--- config.mk ---
export PLATFORM = sky130hd
export DESIGN_NAME = temp_monitor
export DESIGN_NICKNAME = d
export VERILOG_FILES = /design/src/rtl/temp_monitor_pkg.sv /design/src/rtl/temp_monitor_hyst.sv /design/src/rtl/temp_monitor.sv
export SDC_FILE = /design/constraint.sdc
export NUM_CORES = 1
export LEC_CHECK = 0
export ABC_AREA = 0
export ABC_CLOCK_PERIOD_IN_PS = 3600
export BUFFER_PORTS_ARGS = -buffer_cell sky130_fd_sc_hd__buf_2
export CAP_MARGIN = 5
export CORE_MARGIN = 5
export CORE_UTILIZATION = 40
export DETAILED_ROUTE_END_ITERATION = 16
export MAX_ROUTING_LAYER = met4
export PLACE_DENSITY_LB_ADDON = 0.1
export SLEW_MARGIN = 5
export SYNTH_ARGS = -nofsm -noshare
export SYNTH_HDL_FRONTEND = slang
export SYNTH_HIERARCHICAL = 1
export SYNTH_SLANG_ARGS = --single-unit
--- constraint.sdc ---
create_clock -name clk -period 3.6 [get_ports clk]
set_input_delay 0.54 -clock clk [delete_from_list [all_inputs] [get_ports clk]]
set_output_delay 0.54 -clock clk [all_outputs]
set_load 0.05 [all_outputs]
--- src/rtl/temp_monitor_pkg.sv ---
// temp_monitor_pkg: shared FSM state type and width helpers for temp_monitor.
package temp_monitor_pkg;

  typedef enum logic [1:0] {IDLE, ACCUM, DONE} state_e;

  function automatic int acc_w(input int data_w, input int avg_log2);
    return data_w + avg_log2;
  endfunction

  function automatic int idx_w(input int num_ch);
    return (num_ch > 1) ? $clog2(num_ch) : 1;
  endfunction

endpackage

--- src/rtl/temp_monitor_hyst.sv ---
// temp_monitor_hyst: single-channel alarm register with set/clear thresholds.
module temp_monitor_hyst #(
  parameter int DATA_W = 8
) (
  input  logic              clk,
  input  logic              rst,
  input  logic              en_i,
  input  logic [DATA_W-1:0] avg_i,
  input  logic [DATA_W-1:0] th_hi_i,
  input  logic [DATA_W-1:0] th_lo_i,
  output logic              alarm_o
);

  logic alarm_q, alarm_d;

  // Set is tested first so that an inverted threshold pair favours raising the alarm.
  always_comb alarm_d = !en_i ? alarm_q :
                        (avg_i >= th_hi_i) ? 1'b1 :
                        (avg_i <= th_lo_i) ? 1'b0 : alarm_q;

  always_ff @(posedge clk or negedge rst)
    if (!rst) alarm_q <= 1'b0;
    else      alarm_q <= alarm_d;

  assign alarm_o = alarm_q;

endmodule

--- src/rtl/temp_monitor.sv ---
// temp_monitor: multi-channel snapshot, sequential block averaging and hysteretic alarms.
// Defining TEMP_MONITOR_MINMAX_EN adds per-channel min/max tracking of published averages.
module temp_monitor
  import temp_monitor_pkg::*;
#(
  parameter int NUM_CH   = 4,
  parameter int DATA_W   = 8,
  parameter int AVG_LOG2 = 2
) (
  input  logic                     clk,
  input  logic                     rst,
  input  logic [NUM_CH*DATA_W-1:0] sensor_in,
  input  logic                     sample_valid,
  input  logic [DATA_W-1:0]        th_hi,
  input  logic [DATA_W-1:0]        th_lo,
  input  logic                     clr_overrun,
  output logic [NUM_CH*DATA_W-1:0] temp_out,
  output logic                     out_valid,
  output logic [NUM_CH-1:0]        alarm,
  output logic                     busy,
  output logic                     overrun
`ifdef TEMP_MONITOR_MINMAX_EN
  ,
  input  logic                     clr_minmax,
  output logic [NUM_CH*DATA_W-1:0] max_out,
  output logic [NUM_CH*DATA_W-1:0] min_out
`endif
);

  localparam int AW = acc_w(DATA_W, AVG_LOG2);
  localparam int IW = idx_w(NUM_CH);
  localparam int CW = (AVG_LOG2 > 0) ? AVG_LOG2 : 1;
  localparam logic [CW-1:0] CNT_MAX = CW'((1 << AVG_LOG2) - 1);

  typedef logic [DATA_W-1:0] data_t;
  typedef logic [AW-1:0]     acc_t;

  state_e         state_q, state_d;
  logic [IW-1:0]  ch_q, ch_d;
  logic [CW-1:0]  cnt_q, cnt_d;
  data_t          snap_q [NUM_CH];
  data_t          snap_d [NUM_CH];
  data_t          temp_q [NUM_CH];
  data_t          temp_d [NUM_CH];
  acc_t           acc_q  [NUM_CH];
  acc_t           acc_d  [NUM_CH];
  logic           publish, out_valid_q, overrun_q;

  assign busy = (state_q != IDLE);

  always_comb begin
    state_d = state_q;
    ch_d    = ch_q;
    cnt_d   = cnt_q;
    snap_d  = snap_q;
    acc_d   = acc_q;
    temp_d  = temp_q;
    publish = 1'b0;
    case (state_q)
      IDLE: if (sample_valid) begin
        for (int i = 0; i < NUM_CH; i++) snap_d[i] = sensor_in[i*DATA_W +: DATA_W];
        ch_d    = '0;
        state_d = ACCUM;
      end
      ACCUM: begin
        acc_d[ch_q] = acc_q[ch_q] + AW'(snap_q[ch_q]);
        ch_d        = ch_q + IW'(1);
        state_d     = (ch_q == IW'(NUM_CH - 1)) ? DONE : ACCUM;
      end
      DONE: begin
        publish = (cnt_q == CNT_MAX);
        cnt_d   = publish ? '0 : cnt_q + CW'(1);
        if (publish)
          for (int i = 0; i < NUM_CH; i++) begin
            temp_d[i] = DATA_W'(acc_q[i] >> AVG_LOG2);
            acc_d[i]  = '0;
          end
        state_d = IDLE;
      end
      default: state_d = IDLE;
    endcase
  end

  always_ff @(posedge clk or negedge rst)
    if (!rst) begin
      state_q     <= IDLE;
      ch_q        <= '0;
      cnt_q       <= '0;
      snap_q      <= '{default: '0};
      acc_q       <= '{default: '0};
      temp_q      <= '{default: '0};
      out_valid_q <= 1'b0;
      overrun_q   <= 1'b0;
    end else begin
      state_q     <= state_d;
      ch_q        <= ch_d;
      cnt_q       <= cnt_d;
      snap_q      <= snap_d;
      acc_q       <= acc_d;
      temp_q      <= temp_d;
      out_valid_q <= publish;
      overrun_q   <= (sample_valid && busy) ? 1'b1 : clr_overrun ? 1'b0 : overrun_q;
    end

  assign out_valid = out_valid_q;
  assign overrun   = overrun_q;

  genvar i;
  generate
    for (i = 0; i < NUM_CH; i++) begin : g_ch
      assign temp_out[i*DATA_W +: DATA_W] = temp_q[i];
      temp_monitor_hyst #(.DATA_W(DATA_W)) u_hyst (
        .clk     (clk),
        .rst     (rst),
        .en_i    (publish),
        .avg_i   (temp_d[i]),
        .th_hi_i (th_hi),
        .th_lo_i (th_lo),
        .alarm_o (alarm[i])
      );
    end
  endgenerate

`ifdef TEMP_MONITOR_MINMAX_EN
  data_t max_q [NUM_CH];
  data_t min_q [NUM_CH];

  always_ff @(posedge clk or negedge rst)
    if (!rst) begin
      max_q <= '{default: '0};
      min_q <= '{default: '1};
    end else
      for (int k = 0; k < NUM_CH; k++) begin
        max_q[k] <= clr_minmax ? '0 : (publish && temp_d[k] > max_q[k]) ? temp_d[k] : max_q[k];
        min_q[k] <= clr_minmax ? '1 : (publish && temp_d[k] < min_q[k]) ? temp_d[k] : min_q[k];
      end

  genvar m;
  generate
    for (m = 0; m < NUM_CH; m++) begin : g_mm
      assign max_out[m*DATA_W +: DATA_W] = max_q[m];
      assign min_out[m*DATA_W +: DATA_W] = min_q[m];
    end
  endgenerate
`endif

endmodule
-- Word-level counts from Yosys, hierarchy flattened
Cells that the tools add are included.
- flip-flop bits (word level): 116
- input bits: 52
- output and inout port bits: 39
- logic and storage cells: 89
- $add $sub $neg: 3
- $lt $le $gt $ge: 10
- equal/unequal tests: 6
- multiplexer cells: 30
- bitwise logic cells: 1
- reductions and logical operators: 18
- operators with widths (cell ; count):
    one-hot mux 40 bit (2 select lines) ; 1
    two-way mux 32 bit ; 2
    bitwise mux 40 bit ; 1
    two-way mux 40 bit ; 1
    greater-or-equal comparator 8 bit ; 4
    <= comparator 8 bit ; 4
    two-way mux 10 bit ; 3
    binary-select mux 10 bit (select 2 bit) ; 1
    demux 10 bit (select 2 bit) ; 1
    binary-select mux 8 bit (select 2 bit) ; 1
    two-way mux 8 bit ; 2
    nonzero test 2 bit ; 8
    AND reduction 2 bit ; 7
    two-way mux 1 bit ; 11
    adder 10 x 8 -> 10 bit ; 1
    two-way mux 2 bit ; 4
    one-hot mux 2 bit (2 select lines) ; 2
    == test 2 bit (second input constant) ; 3
    adder 2 x 1 -> 2 bit (second input constant) ; 2
    != test 2 bit (second input constant) ; 2
    greater-or-equal comparator 3 bit (second input constant) ; 1
    less-than comparator 3 x 1 -> 1 bit (second input constant) ; 1
    inverter 2 -> 3 bit ; 1
    == test 2 x 1 -> 1 bit (second input constant) ; 1
    other kinds (2) ; 3

-- Depth between registers and ports, before layout
Gate-level depths: netlist of run 1.
- word-level depth: 7
- depth in mapped cells: 16

-- Hierarchy
The synthesis of run 1 kept the hierarchy.
- by module, submodules not included (module ; instances ; cells an instance ; area an instance (um2) ; seq. area each (um2)):
    temp_monitor ; 1 ; 469 ; 5245.0 ; 2802.7
    temp_monitor_hyst ; 4 ; 55 ; 440.4 ; 25.0

-- Worst setup path before layout of run 1
OpenSTA, ideal clock, no wires.
- kind: reg-to-reg
- start point: register ch_q[0]
- end point: register acc_q[9] (netlist name)
- arrival time: 2.902 ns
- required time: 3.513 ns
- path slack: 0.611 ns
- stages on the path, launching flop included: 11
- path buffers: 3
- period minus slack after synthesis: 2.989 ns
- cells stage by stage: dfrtp_1 -> buf_2 -> buf_2 -> mux4_2 -> ha_1 -> clkbuf_1 -> a21oi_1 -> nand2_1 -> nor3b_1 -> or4_1 -> o211ai_1
- cells in the longest elaborated chain, start to end: 7
- ends and longest elaborated chain (what ; line ; RTL):
    start: declaration ; temp_monitor.sv:39 ; logic [IW-1:0] ch_q, ch_d;
    start signal: assignment ; temp_monitor.sv:96 ; ch_q <= ch_d;
    inverter 2 -> 3 bit (not written as such) * ; temp_monitor.sv:66 ; acc_d[ch_q] = acc_q[ch_q] + AW'(snap_q[ch_q]);
    binary-select mux 10 bit (select 2 bit) (tied with other cells) ; temp_monitor.sv:66 ;
    two-way mux 10 bit (not written as such) (tied with other cells) ; temp_monitor.sv:66 ;
    two-way mux 10 bit (not written as such) / two-way mux 8 bit (equally long branches) ; temp_monitor.sv:66 ;
    adder 10 x 8 -> 10 bit / demux 10 bit (select 2 bit) (equally long branches) ; temp_monitor.sv:66 ;
    bitwise mux 40 bit * ; temp_monitor.sv:66 ;
    one-hot mux 40 bit (2 select lines) * ; temp_monitor.sv:59 ; case (state_q)
    end signal: assignment ; temp_monitor.sv:90 ; acc_q <= '{default: '0};
    end signal: assignment ; temp_monitor.sv:99 ; acc_q <= acc_d;
    end: declaration ; temp_monitor.sv:45 ; acc_t acc_q [NUM_CH];
Mark *: on every way between the ends. The rest lies on a longest branch, timed or not. The select of a mux whose other input is x is not followed.
A chain may end at the register's enable or synchronous reset.

-- Worst setup path in the final report of run 1
- start point: register ch_q[1]
- end point: register acc_q[39] (netlist name)
The elaborated chain is that of the path after synthesis.

==> implementation parameters, run 1 <==
Parameter                              Value

Run status
  Result of the run    finished, final reports clean

Clock network
  CTS buffer count    17
  Cts hold-fix bufs    0
  Clock transition at the register clock pins on the worst setup and hold paths after CTS    roughly 60 ps
  Resized cells post-CTS    0
  Root buffer cell    sky130_fd_sc_hd__clkbuf_16
  Post-CTS Repair Setup Buffers    0
  CTS tree    built
  Worst-skew pair later-pin latency    between 400 and 500 ps
  Clock Sink Count    between 100 and 150
  Number of H-tree levels    4
  Maximum count of clock buffers along a single path    2

Layout
  Ant. Diodes    0
  Nets@finish    between 900 and 1k
  Ratio of cells with drive above 1 in the final layout    a little over a fifth
  Number of cells in the finished layout apart from fillers    slightly above 1k
  Finished Core Util    approximately half
  Area delta synth->final    18.4%
  Number of fill cells    ~1.6k

GRT
  Overall global routing resource usage    between 20% and 30%
  Maximum number of pins on one net before global-route repair    60
  Number of global-route vias before repair    about 5.6k
  First-pass GRT wire length    ~30000 um
  Overall overflow remaining after global route    0
  Antenna violations before repair    0

Timing
  Final critical-path setup slack    roughly 440 ps
  Timing-limited maximum frequency    317 MHz
  Setup repair after global routing missed its margin    false
  Slew at the pin with the worst max-slew slack    just under 800 ps
  Sum of negative setup slack    0 ps
  Final critical path time including I/O delays and setup    3160 ps
  Tcrit/Tclk final    87.8%
  Final hold violation count    0
  Total setup violations reported at the end of the flow    0
  Count of pins over their slew limit    0
  Worst relative slew slack    47.2%
  Worst Skew    just under 9 ps

Drt
  Post-detailed-route DRC marker count    0
  Wire length per cell after detailed routing    about 19 um
  Length of the first detailed-routing pass in iterations    5
  Number of DRC violations after detailed-routing iteration 0    380
  Post-route antenna net violation count    0
  Number of vias in the routed layout    between 5k and 6k
  Via density    5.34
  Total Routed Length    19100 um

Power
  Internal power of the cells    roughly 4400 uW
  Worst vdd rail ir drop    slightly above 500 uV
  Combinational share of power    ~51%
  Switching power    3450 uW
  P_leak    about 0.0043 uW
  Proportion of power drawn by the clock network    20.4%
  Net switching share of the total power    43.9%
  Fraction of power consumed by sequential logic    between 20 and 30%
  Power Dens Cells    around 950 mW/mm^2
  Sum of internal, switching and leakage power    7860 uW

Placement
  Pre-CTS setup slack    between 500 and 600 ps
  Port Buf Inserts    90
  DP HPWL    about 14000 um
  Placed Cells    just under 1k
  Gpl congestion    0.898

Setup path
  Startpoint of the lowest-slack register-to-register path    ch_q[1]
  Arrival time worst endpoint    3480 ps
  CP Capture Type    register
  First element of the critical path    ch_q[1]
  Crit Path Max Fanout    17
  Required time of the critical path    approximately 4000 ps
  Type of the worst setup path    register to register
  Minimum setup slack among reg-to-reg paths    between 400 and 500 ps
  Kind of start point of the critical path    register
  Crit Reg-Reg Endpoint    acc_q[39]
  Worst-case reg-to-reg path depth    7

Logic synthesis
  Post-Syn Area per Cell    about 10 um^2
  Area of the mapped netlist    0.00701 mm^2
  Count of state elements after synthesis    116
  Dominant cells by area after synthesis    sky130_fd_sc_hd__dfrtp_1 (41%), sky130_fd_sc_hd__ha_1 (14%), sky130_fd_sc_hd__nand2_1 (6.6%)
  Multiplexer fraction of the synthesized cell area    between 10% and 20%
  Top_reg_cell synth    sky130_fd_sc_hd__dfrtp_1
  Dominant cell type by area after synthesis    sky130_fd_sc_hd__dfrtp_1
  Gate Count Post-Synth    689
  Yosys warning count    6
  Simple-gate share of the synthesized area    around 14%
  EDFF count, synth    0
  Post-synthesis share of cell area spent on xor and xnor gates    less than 1%
  Net Count, Synth    819
  Portion of the post-synthesis area used by sequential elements    about two fifths
  Largest family of logic cells by synthesized area    simple AND/OR/NAND/NOR gates
  Share of flip-flops with an asynchronous set or reset    100%
  Synth Area in Compound Gates    ~13%
  Post-synthesis cell type count    between 40 and 50
  Post-Synth Adder-Cell Area    roughly 14%
  Share of Yosys cell area claimed by the top area cell type    between 40% and 50%

Die
  Initial Utilization    between 40% and 50%
  Chip width    approximately 140 um
  Die ar.    a little over 0.02 mm^2
  Std-Cell Rows    48
  Y dimension of the die    roughly 140 um
  Core area    around 0.017 mm^2
  I/O pins    91

Min path
  Type of the tightest min-delay check    input pin to async pin

Flow run
  Number of max-cap violations    0
## worst max-delay path by stage
stage                endpoint  slack (ps)  cells after the start
finish              acc_q[39]         440                      7
global route        acc_q[19]         240                      7
CTS                 acc_q[29]         500                      7
detailed placement  acc_q[17]         540                      8
global placement    acc_q[27]         580                      8
floorplan            acc_q[9]         610                     10
## per-stage QoR
| stage | hold WS (ps) | cell area, um^2 |
|---|---|---|
| 4_1_cts | 224 | 8290 |
| 5_1_grt | 264 | 8290 |
| 3_3_place_gp | 464 | 7730 |
| 2_1_floorplan | 244 | 7010 |
| 3_5_place_dp | 473 | 7730 |
| 6_report | 193 | 8290 |
## metal layers
layer	up-vias	part of all wire, %	GRT usage, %
met2	125	47	30.8
met4	0	1.8	6.30
met3	30	4.2	3.86
li1	2627	-	-
met1	2671	47	28.1
met5	-	0	-
## synth_stat cells (2+ instances only)
master and count:
sky130_fd_sc_hd__nand2_1 123, sky130_fd_sc_hd__dfrtp_1 116, sky130_fd_sc_hd__ha_1 77, sky130_fd_sc_hd__inv_1 69, sky130_fd_sc_hd__mux2_1 34, sky130_fd_sc_hd__a21oi_1 30
sky130_fd_sc_hd__mux4_2 18, sky130_fd_sc_hd__o21ai_0 18, sky130_fd_sc_hd__a211oi_1 17, sky130_fd_sc_hd__a22o_1 17, sky130_fd_sc_hd__nor2b_1 16, sky130_fd_sc_hd__o211ai_1 16
sky130_fd_sc_hd__o21ai_1 13, sky130_fd_sc_hd__nor2_1 12, sky130_fd_sc_hd__clkbuf_1 11, sky130_fd_sc_hd__nand3_1 11, sky130_fd_sc_hd__buf_2 10, sky130_fd_sc_hd__a32o_1 5
sky130_fd_sc_hd__and2_1 5, sky130_fd_sc_hd__and3_1 5, sky130_fd_sc_hd__inv_2 5, sky130_fd_sc_hd__nand2b_1 5, sky130_fd_sc_hd__nand4_1 5, sky130_fd_sc_hd__nor3_1 5
sky130_fd_sc_hd__a211oi_2 4, sky130_fd_sc_hd__and4_1 4, sky130_fd_sc_hd__nand2b_4 4, sky130_fd_sc_hd__nor2_2 4, sky130_fd_sc_hd__o22ai_1 4, sky130_fd_sc_hd__o31ai_2 4
sky130_fd_sc_hd__or4_1 4, sky130_fd_sc_hd__or2_1 3, sky130_fd_sc_hd__a21o_1 2, sky130_fd_sc_hd__xor2_1 2
## state kept, by name, summed over array words and instances, names as in the netlist
signal,flops
snap_q,32
cnt_q,2
g_ch.u_hyst/alarm_o,4
acc_q,40
out_valid,1
ch_q,2
temp_out,32
state_q,2
overrun,1
## layout by cell type (no fill, tap or decap), types with 3 or more instances in the layout
cell type | netlist | routed
sky130_fd_sc_hd__nor2b_1 | 16 | 16
sky130_fd_sc_hd__or4_1 | 4 | 4
sky130_fd_sc_hd__a211oi_2 | 4 | 4
sky130_fd_sc_hd__mux2_1 | 34 | 34
sky130_fd_sc_hd__clkinvlp_4 | 0 | 4
sky130_fd_sc_hd__buf_4 | 0 | 8
sky130_fd_sc_hd__o22ai_1 | 4 | 4
sky130_fd_sc_hd__ha_1 | 77 | 77
sky130_fd_sc_hd__buf_2 | 10 | 89
sky130_fd_sc_hd__nor3_1 | 5 | 5
sky130_fd_sc_hd__and3_1 | 5 | 5
sky130_fd_sc_hd__a21oi_1 | 30 | 30
sky130_fd_sc_hd__o211ai_1 | 16 | 16
sky130_fd_sc_hd__and2_1 | 5 | 5
sky130_fd_sc_hd__or2_1 | 3 | 3
sky130_fd_sc_hd__nor2_2 | 4 | 5
sky130_fd_sc_hd__a32o_1 | 5 | 5
sky130_fd_sc_hd__dfrtp_1 | 116 | 116
sky130_fd_sc_hd__nor2_1 | 12 | 11
sky130_fd_sc_hd__o21ai_1 | 13 | 13
sky130_fd_sc_hd__and4_1 | 4 | 4
sky130_fd_sc_hd__a211oi_1 | 17 | 17
sky130_fd_sc_hd__mux4_2 | 18 | 18
sky130_fd_sc_hd__nand4_1 | 5 | 5
sky130_fd_sc_hd__clkinv_2 | 0 | 4
sky130_fd_sc_hd__o31ai_2 | 4 | 4
sky130_fd_sc_hd__nand2b_4 | 4 | 4
sky130_fd_sc_hd__clkbuf_16 | 0 | 17
sky130_fd_sc_hd__o21ai_0 | 18 | 18
sky130_fd_sc_hd__nand2b_1 | 5 | 5
sky130_fd_sc_hd__inv_2 | 5 | 5
sky130_fd_sc_hd__nand3_1 | 11 | 11
sky130_fd_sc_hd__a22o_1 | 17 | 17
sky130_fd_sc_hd__nand2_1 | 123 | 123
sky130_fd_sc_hd__inv_1 | 69 | 69
## worst max-delay path, stage by stage (launching register included)
cell and delay, ps:
sky130_fd_sc_hd__dfrtp_1 850, sky130_fd_sc_hd__mux4_2 420, sky130_fd_sc_hd__ha_1 350, sky130_fd_sc_hd__a21o_1 200
sky130_fd_sc_hd__a21oi_1 240, sky130_fd_sc_hd__nor3b_1 550, sky130_fd_sc_hd__nor2_1 210, sky130_fd_sc_hd__o211ai_1 220
## power by group through the flow
stage	clock network, uW	logic [uW]	registers, uW
after global placement	0	3940	2230
after detailed placement	0	4010	2240
after CTS	1640	4030	2230
after floorplan	0	2790	2340
after global routing	1690	4480	2290
final	1600	4030	2230
## area by class of cell
cell class	instances	area, um^2	area share [%]
Clock buffer	20	457	5.51
Inverter	75	282	3.39
Sequential cell	116	2900	35.0
Tap cell	225	282	3.39
Clock inverter	12	106	1.28
Multi-Input combinational cell	475	3720	44.8
Timing Repair Buffer	99	546	6.58
## cells by family (layout without fill, tap and decap cells)
family,after synthesis,count (layout)
buf+inv,98,206
xor+xnor,3,3
compound gates,131,131
simple gates,210,210
fa+ha+maj,78,78
flops,116,116
mux,53,53
Note: power is estimated with default switching activity, not from simulation.
==> run 2, diff against run 1 <==
--- a/config.mk
+++ b/config.mk
@@ -17,5 +17,4 @@
 export SLEW_MARGIN = 5
 export SYNTH_ARGS = -nofsm -noshare
 export SYNTH_HDL_FRONTEND = slang
-export SYNTH_HIERARCHICAL = 1
 export SYNTH_SLANG_ARGS = --single-unit
==> constraint.sdc (replaced) <==
create_clock -name clk -period 3.6 [get_ports clk]
set_input_delay 0.72 -clock clk [delete_from_list [all_inputs] [get_ports clk]]
set_output_delay 0.72 -clock clk [all_outputs]
set_load 0.05 [all_outputs]
==> run 2 against run 1 <==
  * Core utilization increased by 0.84 points
  * Sequential power about the same
  * Die area decreased by 4.0%
  * Total power increased by 4.1%
  * Synthesized cell count decreased by 9.9%
  * Sequential share of layout area increased by 0.88 points
  * Count of clock-buffer cells in the layout increased by 4
  * Flip-flop and latch count unchanged
  * Critical path type unchanged
==> implementation parameters, run 2 <==
Parameter                              Value

Run status
  Result of the run    finished, final reports clean

Logic synthesis
  Net Count, Synth    between 700 and 800
  Multiplexer fraction of the synthesized cell area    around an eighth
  Leading cell types by count after synthesis    sky130_fd_sc_hd__dfrtp_1 (116), sky130_fd_sc_hd__nand2_1 (105), sky130_fd_sc_hd__ha_1 (77)
  Largest family of logic cells by synthesized area    adder cells
  Share of Yosys cell area claimed by the top area cell type    between 40% and 50%
  Gate Count Post-Synth    between 600 and 700
  Portion of the post-synthesis area used by sequential elements    about 43%
  Dominant cell type by area after synthesis    sky130_fd_sc_hd__dfrtp_1
  Area of the mapped netlist    roughly 0.0067 mm^2
  Post-synthesis share of cell area spent on xor and xnor gates    less than 1%
  Cell with the most instances after synthesis    sky130_fd_sc_hd__dfrtp_1
  Yosys warning count    0
  Top_reg_cell synth    sky130_fd_sc_hd__dfrtp_1
  Share of flip-flops with an asynchronous set or reset    between 90% and 100%
  Simple-gate share of the synthesized area    a little under an eighth
  Dominant cells by area after synthesis    sky130_fd_sc_hd__dfrtp_1 (43%), sky130_fd_sc_hd__ha_1 (14%), sky130_fd_sc_hd__mux4_2 (6.0%)
  Post-synthesis cell type count    47
  Synth Area in Compound Gates    a little over an eighth
  Count of state elements after synthesis    116
  Post-Syn Area per Cell    ~11 um^2
  Post-Synth Adder-Cell Area    ~15%
  EDFF count, synth    0

Layout
  Ant. Diodes    0
  Ratio of cells with drive above 1 in the final layout    around 28%
  Largest register FFs    40
  Number of fill cells    1538
  Nets@finish    850
  Most frequent cells in the layout    sky130_fd_sc_hd__dfrtp_1 (116), sky130_fd_sc_hd__nand2_1 (105), sky130_fd_sc_hd__buf_2 (89)
  Most common library cell in the layout ignoring fill and taps    sky130_fd_sc_hd__dfrtp_1
  Area delta synth->final    20.7%
  Largest Register    acc_q

Placement
  Gpl congestion    ~0.9
  Port Buf Inserts    90
  Pre-CTS setup slack    435 ps
  DP HPWL    ~14000 um

Setup path
  Type of the worst setup path    register to register
  Worst-case reg-to-reg path depth    13
  Crit Path Max Fanout    33
  Crit Reg-Reg Endpoint    g_ch[3].u_hyst.alarm_o
  Largest stage delay, worst path    about 400 ps
  Arrival time worst endpoint    approximately 3500 ps
  Count of buffer and inverter cells on the critical path    2
  Critical path's top delay family    compound AO/OA/AOI/OAI gates
  Required time of the critical path    slightly below 4000 ps
  CP Capture Type    register
  CP max-delay cell    sky130_fd_sc_hd__a2111oi_0
  Minimum setup slack among reg-to-reg paths    360 ps
  Startpoint of the lowest-slack register-to-register path    cnt_q[0]
  Kind of start point of the critical path    register
  Worst path cell trace    ha_1 > nand2b_1 > or2_1 > inv_2 > buf_4 > nand2_1 > nand2_1 > ha_1 > nand4_1 > a21oi_1 > a2111oi_0 > o21ai_0 > o2bb2ai_1

Timing
  Final critical-path setup slack    around 360 ps
  Worst Skew    13.4 ps
  Final hold violation count    0
  Sum of negative setup slack    0 ps
  Worst relative slew slack    between 50% and 60%
  Final critical path time including I/O delays and setup    ~3200 ps
  Count of pins over their slew limit    0
  Total setup violations reported at the end of the flow    0
  Slew at the pin with the worst max-slew slack    roughly 630 ps
  Tcrit/Tclk final    around 90%
  Setup repair after global routing missed its margin    false
  Timing-limited maximum frequency    a little over 300 MHz

Min path
  Type of the tightest min-delay check    input pin to async pin

Clock network
  Clock transition at the register clock pins on the worst setup and hold paths after CTS    ~60 ps
  Resized cells post-CTS    0
  Number of H-tree levels    4
  Cts hold-fix bufs    0
  CTS buffer count    17
  Maximum count of clock buffers along a single path    2
  Clock Sink Count    between 100 and 150
  CTS tree    built
  Worst-skew pair later-pin latency    410 ps
  Root buffer cell    sky130_fd_sc_hd__clkbuf_16
  Post-CTS Repair Setup Buffers    0

Drt
  Wire length per cell after detailed routing    ~19 um
  Post-route antenna net violation count    0
  Number of DRC violations after detailed-routing iteration 0    294
  Via density    roughly 5.4
  Length of the first detailed-routing pass in iterations    4
  Total Routed Length    ~18000 um
  Post-detailed-route DRC marker count    0
  Number of vias in the routed layout    just over 5k

Die
  Y dimension of the die    ~140 um
  Chip width    between 100 and 150 um
  Die ar.    just under 0.02 mm^2
  Std-Cell Rows    47
  I/O pins    91
  Core area    approximately 0.017 mm^2
  Initial Utilization    approximately two fifths

Power
  Combinational share of power    between 40% and 50%
  Switching power    around 3300 uW
  Internal power of the cells    ~4900 uW
  Proportion of power drawn by the clock network    22.9%
  Net switching share of the total power    between 40% and 50%
  Worst vdd rail ir drop    roughly 480 uV
  P_leak    0.00410 uW
  Fraction of power consumed by sequential logic    27.5%
  Power Dens Cells    1010 mW/mm^2

GRT
  First-pass GRT wire length    29800 um
  Maximum number of pins on one net before global-route repair    50
  Overall global routing resource usage    19.9%
  Number of global-route vias before repair    approximately 5.4k
  Overall overflow remaining after global route    0
  Antenna violations before repair    0

Flow run
  Number of max-cap violations    0
[run 2: cell count changes after synthesis, sizes merged, moves of 5 or more]
cell	before	now
and3	5	0
inv	74	27
a22o	17	22
o211ai	16	4
o21a	0	5
a211oi	21	5
a32o	5	0
o21ai	32	23
nand3	11	2
buf	12	17
nor2b	16	8
nand2	123	105
nor2	16	22
a21oi	30	50
[run 2: cells by family after synthesis]
family / count (synthesis)
simple gates: 173
compound gates: 137
flops: 116
fa+ha+maj: 78
mux: 57
buf+inv: 55
xor+xnor: 5
[run 2: worst max-delay path by stage]
stage / start / end / slack [ps] / cells past startpoint
final: cnt_q[0] / g_ch[3].u_hyst.alarm_o / 360 / 13
after global routing: cnt_q[0] / g_ch[0].u_hyst.alarm_o / 60 / 13
after CTS: cnt_q[0] / g_ch[3].u_hyst.alarm_o / 410 / 13
after detailed placement: cnt_q[0] / g_ch[3].u_hyst.alarm_o / 430 / 13
after global placement: cnt_q[0] / g_ch[1].u_hyst.alarm_o / 470 / 13
after floorplan: ch_q[0] / acc_q[8] / 590 / 10
[run 2: area by class of cell]
class	count	area [um^2]	share of cell area, %
Clock buffer	24	482	5.96
Clock inverter	8	171	2.12
Inverter	28	105	1.30
Multi-Input combinational cell	450	3560	44.0
Sequential cell	116	2900	35.9
Tap cell	220	275	3.40
Timing Repair Buffer	107	593	7.33
[run 2: layer usage]
metal / wire [um] / GRT usage [%] / share of wire [%] / vias to the layer above
met3: 839 / 4.05 / 4.7 / 14
met2: 8280 / 29.3 / 46 / 132
met1: 8690 / 28.2 / 48 / 2523
met5: 0 / - / 0 / -
met4: 180 / 5.15 / 1.0 / 0
li1: - / - / - / 2455
[run 2: power by group through the flow]
stage                     Combinational (uW)  Sequential (uW)  Clock (uW)
after floorplan                         2870             2330           0
after global placement                  3960             2260           0
after detailed placement                4030             2270           0
after CTS                               4070             2250        1910
after global routing                    4480             2310        1980
final                                   4060             2250        1870
[run 2: stage by stage]
step / hold slack, ps / cell area, um^2 / utilization [%] / total power, uW / cells
finish: 307 / 8090 / 49.0 / 8180 / 953
global route: 356 / 8090 / 49.0 / 8770 / 953
CTS: 329 / 8090 / 49.0 / 8240 / 953
detailed placement: 478 / 7440 / 45.0 / 6300 / 921
global placement: 469 / 7440 / 45.0 / 6220 / 921
floorplan: 424 / 6700 / - / 5200 / 621
==> run 3, diff against run 2 <==
--- a/config.mk
+++ b/config.mk
@@ -11,9 +11,11 @@
 export CAP_MARGIN = 5
 export CORE_MARGIN = 5
 export CORE_UTILIZATION = 40
+export CTS_BUF_LIST = sky130_fd_sc_hd__clkbuf_4 sky130_fd_sc_hd__clkbuf_8
 export DETAILED_ROUTE_END_ITERATION = 16
 export MAX_ROUTING_LAYER = met4
 export PLACE_DENSITY_LB_ADDON = 0.1
+export RECOVER_POWER = 50
 export SLEW_MARGIN = 5
 export SYNTH_ARGS = -nofsm -noshare
 export SYNTH_HDL_FRONTEND = slang
==> run 3 against run 2 <==
  * The flow now finishes with violations (capacitance limit, slew limit)
  * Highest routed layer unchanged
  * Sequential share of layout area is 0.90 points higher
  * Cell count stayed put
  * Flip-flop and latch count stayed put
  * Critical path depth is 3 lower
  * Largest cell class unchanged
==> implementation parameters, run 3 (synthesis gave the netlist of run 2 again) <==
Parameter                              Value

Power
  Switching power    3250 uW
  Power Dens Cells    980 mW/mm^2
  Internal power of the cells    around 4500 uW
  Worst vdd rail ir drop    453 uV
  Combinational share of power    between 50% and 60%
  Proportion of power drawn by the clock network    a little under a fifth
  Fraction of power consumed by sequential logic    29.0%
  Net switching share of the total power    42.0%
  P_leak    between 0.003 and 0.004 uW

Run status
  Result of the run    complete, but fails checks
  Violations in the final reports    capacitance limit, slew limit

Layout
  Number of fill cells    1564
  Ratio of cells with drive above 1 in the final layout    around 27%
  Finished Core Util    between 40% and 50%
  Largest Register    acc_q
  Most frequent cells in the layout    sky130_fd_sc_hd__dfrtp_1 (116), sky130_fd_sc_hd__nand2_1 (105), sky130_fd_sc_hd__buf_2 (83)
  Nets@finish    850
  Ant. Diodes    0
  Design Area, Final    about 0.0079 mm^2
  Largest register FFs    40
  Area delta synth->final    17.7%
  Most common library cell in the layout ignoring fill and taps    sky130_fd_sc_hd__dfrtp_1

Drt
  Total Routed Length    roughly 18000 um
  Via density    roughly 5.4
  Length of the first detailed-routing pass in iterations    4
  Wire length per cell after detailed routing    approximately 19 um
  Number of vias in the routed layout    a little over 5k
  Post-route antenna net violation count    0
  Number of DRC violations after detailed-routing iteration 0    250
  Post-detailed-route DRC marker count    0

Timing
  Final hold slack    ~500 ps
  Final hold violation count    0
  Tcrit/Tclk final    92.0%
  Final critical path time including I/O delays and setup    3310 ps
  Worst relative slew slack    -68.2%
  Total setup violations reported at the end of the flow    0
  Setup repair after global routing missed its margin    false
  Slew at the pin with the worst max-slew slack    ~2500 ps
  Count of pins over their slew limit    43
  Worst Skew    around 10 ps
  Timing-limited maximum frequency    slightly above 300 MHz
  Sum of negative setup slack    0 ps

Setup path
  Minimum setup slack among reg-to-reg paths    290 ps
  Required time of the critical path    slightly below 4000 ps
  Crit Path Max Fanout    10
  Worst-case reg-to-reg path depth    10
  Type of the worst setup path    register to register
  Startpoint of the lowest-slack register-to-register path    ch_q[1]
  Kind of start point of the critical path    register
  CP Capture Type    register
  Crit Reg-Reg Endpoint    acc_q[8]
  Arrival time worst endpoint    3630 ps

Placement
  Port Buf Inserts    90
  DP HPWL    13700 um
  Post-DP Area    0.00744 mm^2
  Gpl congestion    slightly below 0.9

Clock network
  Number of H-tree levels    4
  CTS buffer count    17
  Maximum count of clock buffers along a single path    2
  CTS tree    built
  Cts hold-fix bufs    0
  Root buffer cell    sky130_fd_sc_hd__clkbuf_8
  Clock Sink Count    ~120
  Worst-skew pair later-pin latency    between 400 and 500 ps
  Resized cells post-CTS    0
  Post-CTS Repair Setup Buffers    0
  Clock transition at the register clock pins on the worst setup and hold paths after CTS    approximately 70 ps

Die
  I/O pins    between 90 and 100
  Core area    approximately 0.017 mm^2
  Y dimension of the die    about 140 um
  Chip width    between 100 and 150 um
  Std-Cell Rows    47
  Die ar.    0.0194 mm^2
  Initial Utilization    slightly above 40%

Min path
  Startpoint of the most critical hold path    g_ch[1].u_hyst.alarm_o
  Type of the tightest min-delay check    register to register
  Hold Path Depth    1
  Endpoint of the worst hold-timing path    g_ch[1].u_hyst.alarm_o

GRT
  Overall global routing resource usage    19.7%
  Maximum number of pins on one net before global-route repair    50
  First-pass GRT wire length    29500 um
  Number of global-route vias before repair    between 5k and 6k
  Antenna violations before repair    0
  Overall overflow remaining after global route    0

Flow run
  Number of max-cap violations    1
run 3: cell types whose count changed in the layout (fill, tap and decap cells not counted), sizes merged:
cell    previous run  this run
buf              107        96
clkbuf            24        35
run 3: layer usage:
layer  track usage [%]  wire (um)  part of all wire [%]  vias to the layer above
li1                  -          -                     -                     2465
met1              28.0       8590                    48                     2508
met2              29.0       8110                    45                      130
met3              4.08        999                   5.6                       21
met4              5.36        252                   1.4                        0
met5                 -          0                     0                        -
run 3: how the worst max path moves through the flow:
stage,startpoint,end,slack (ps),cells after the start
after floorplan,ch_q[0],acc_q[8],590,10
after global placement,cnt_q[0],g_ch[1].u_hyst.alarm_o,470,13
after detailed placement,cnt_q[0],g_ch[3].u_hyst.alarm_o,430,13
after CTS,cnt_q[0],g_ch[3].u_hyst.alarm_o,400,13
after global routing,cnt_q[0],g_ch[0].u_hyst.alarm_o,50,13
final,ch_q[1],acc_q[8],290,10
run 3: layout make-up:
cell class              instances  area [um^2]  share of cell area, %
inverters                      28          105                   1.33
repair buffers                107          572                   7.25
clock buffers                  24          305                   3.87
clock inverters                 8          171                   2.17
flip-flops and latches        116         2900                   36.8
multi-input cells             450         3560                   45.1
well taps                     220          275                   3.49
run 3: through the flow:
step / instances / worst slack, ps / power (uW)
after floorplan: 621 / 587 / 5200
after global placement: 921 / 467 / 6220
after detailed placement: 921 / 435 / 6300
after CTS: 953 / 399 / 7800
after global routing: 953 / 53.2 / 8300
final: 953 / 289 / 7730
run 3: worst max-delay path, cell delays in order (launching register included):
cell and delay [ps]:
sky130_fd_sc_hd__dfrtp_1 680, sky130_fd_sc_hd__clkbuf_1 540, sky130_fd_sc_hd__mux4_2 430, sky130_fd_sc_hd__inv_1 90, sky130_fd_sc_hd__fa_1 180, sky130_fd_sc_hd__nand2b_2 140
sky130_fd_sc_hd__a21oi_2 70, sky130_fd_sc_hd__or4_1 410, sky130_fd_sc_hd__a31oi_1 220, sky130_fd_sc_hd__xnor2_1 160, sky130_fd_sc_hd__a22o_2 260
run 3: power by group through the flow:
stage          Sequential (uW)  Clock, uW  Combinational, uW
6_report                  2240       1450               4050
5_1_grt                   2310       1540               4460
4_1_cts                   2250       1480               4070
3_5_place_dp              2270          0               4030
3_3_place_gp              2260          0               3960
2_1_floorplan             2330          0               2870
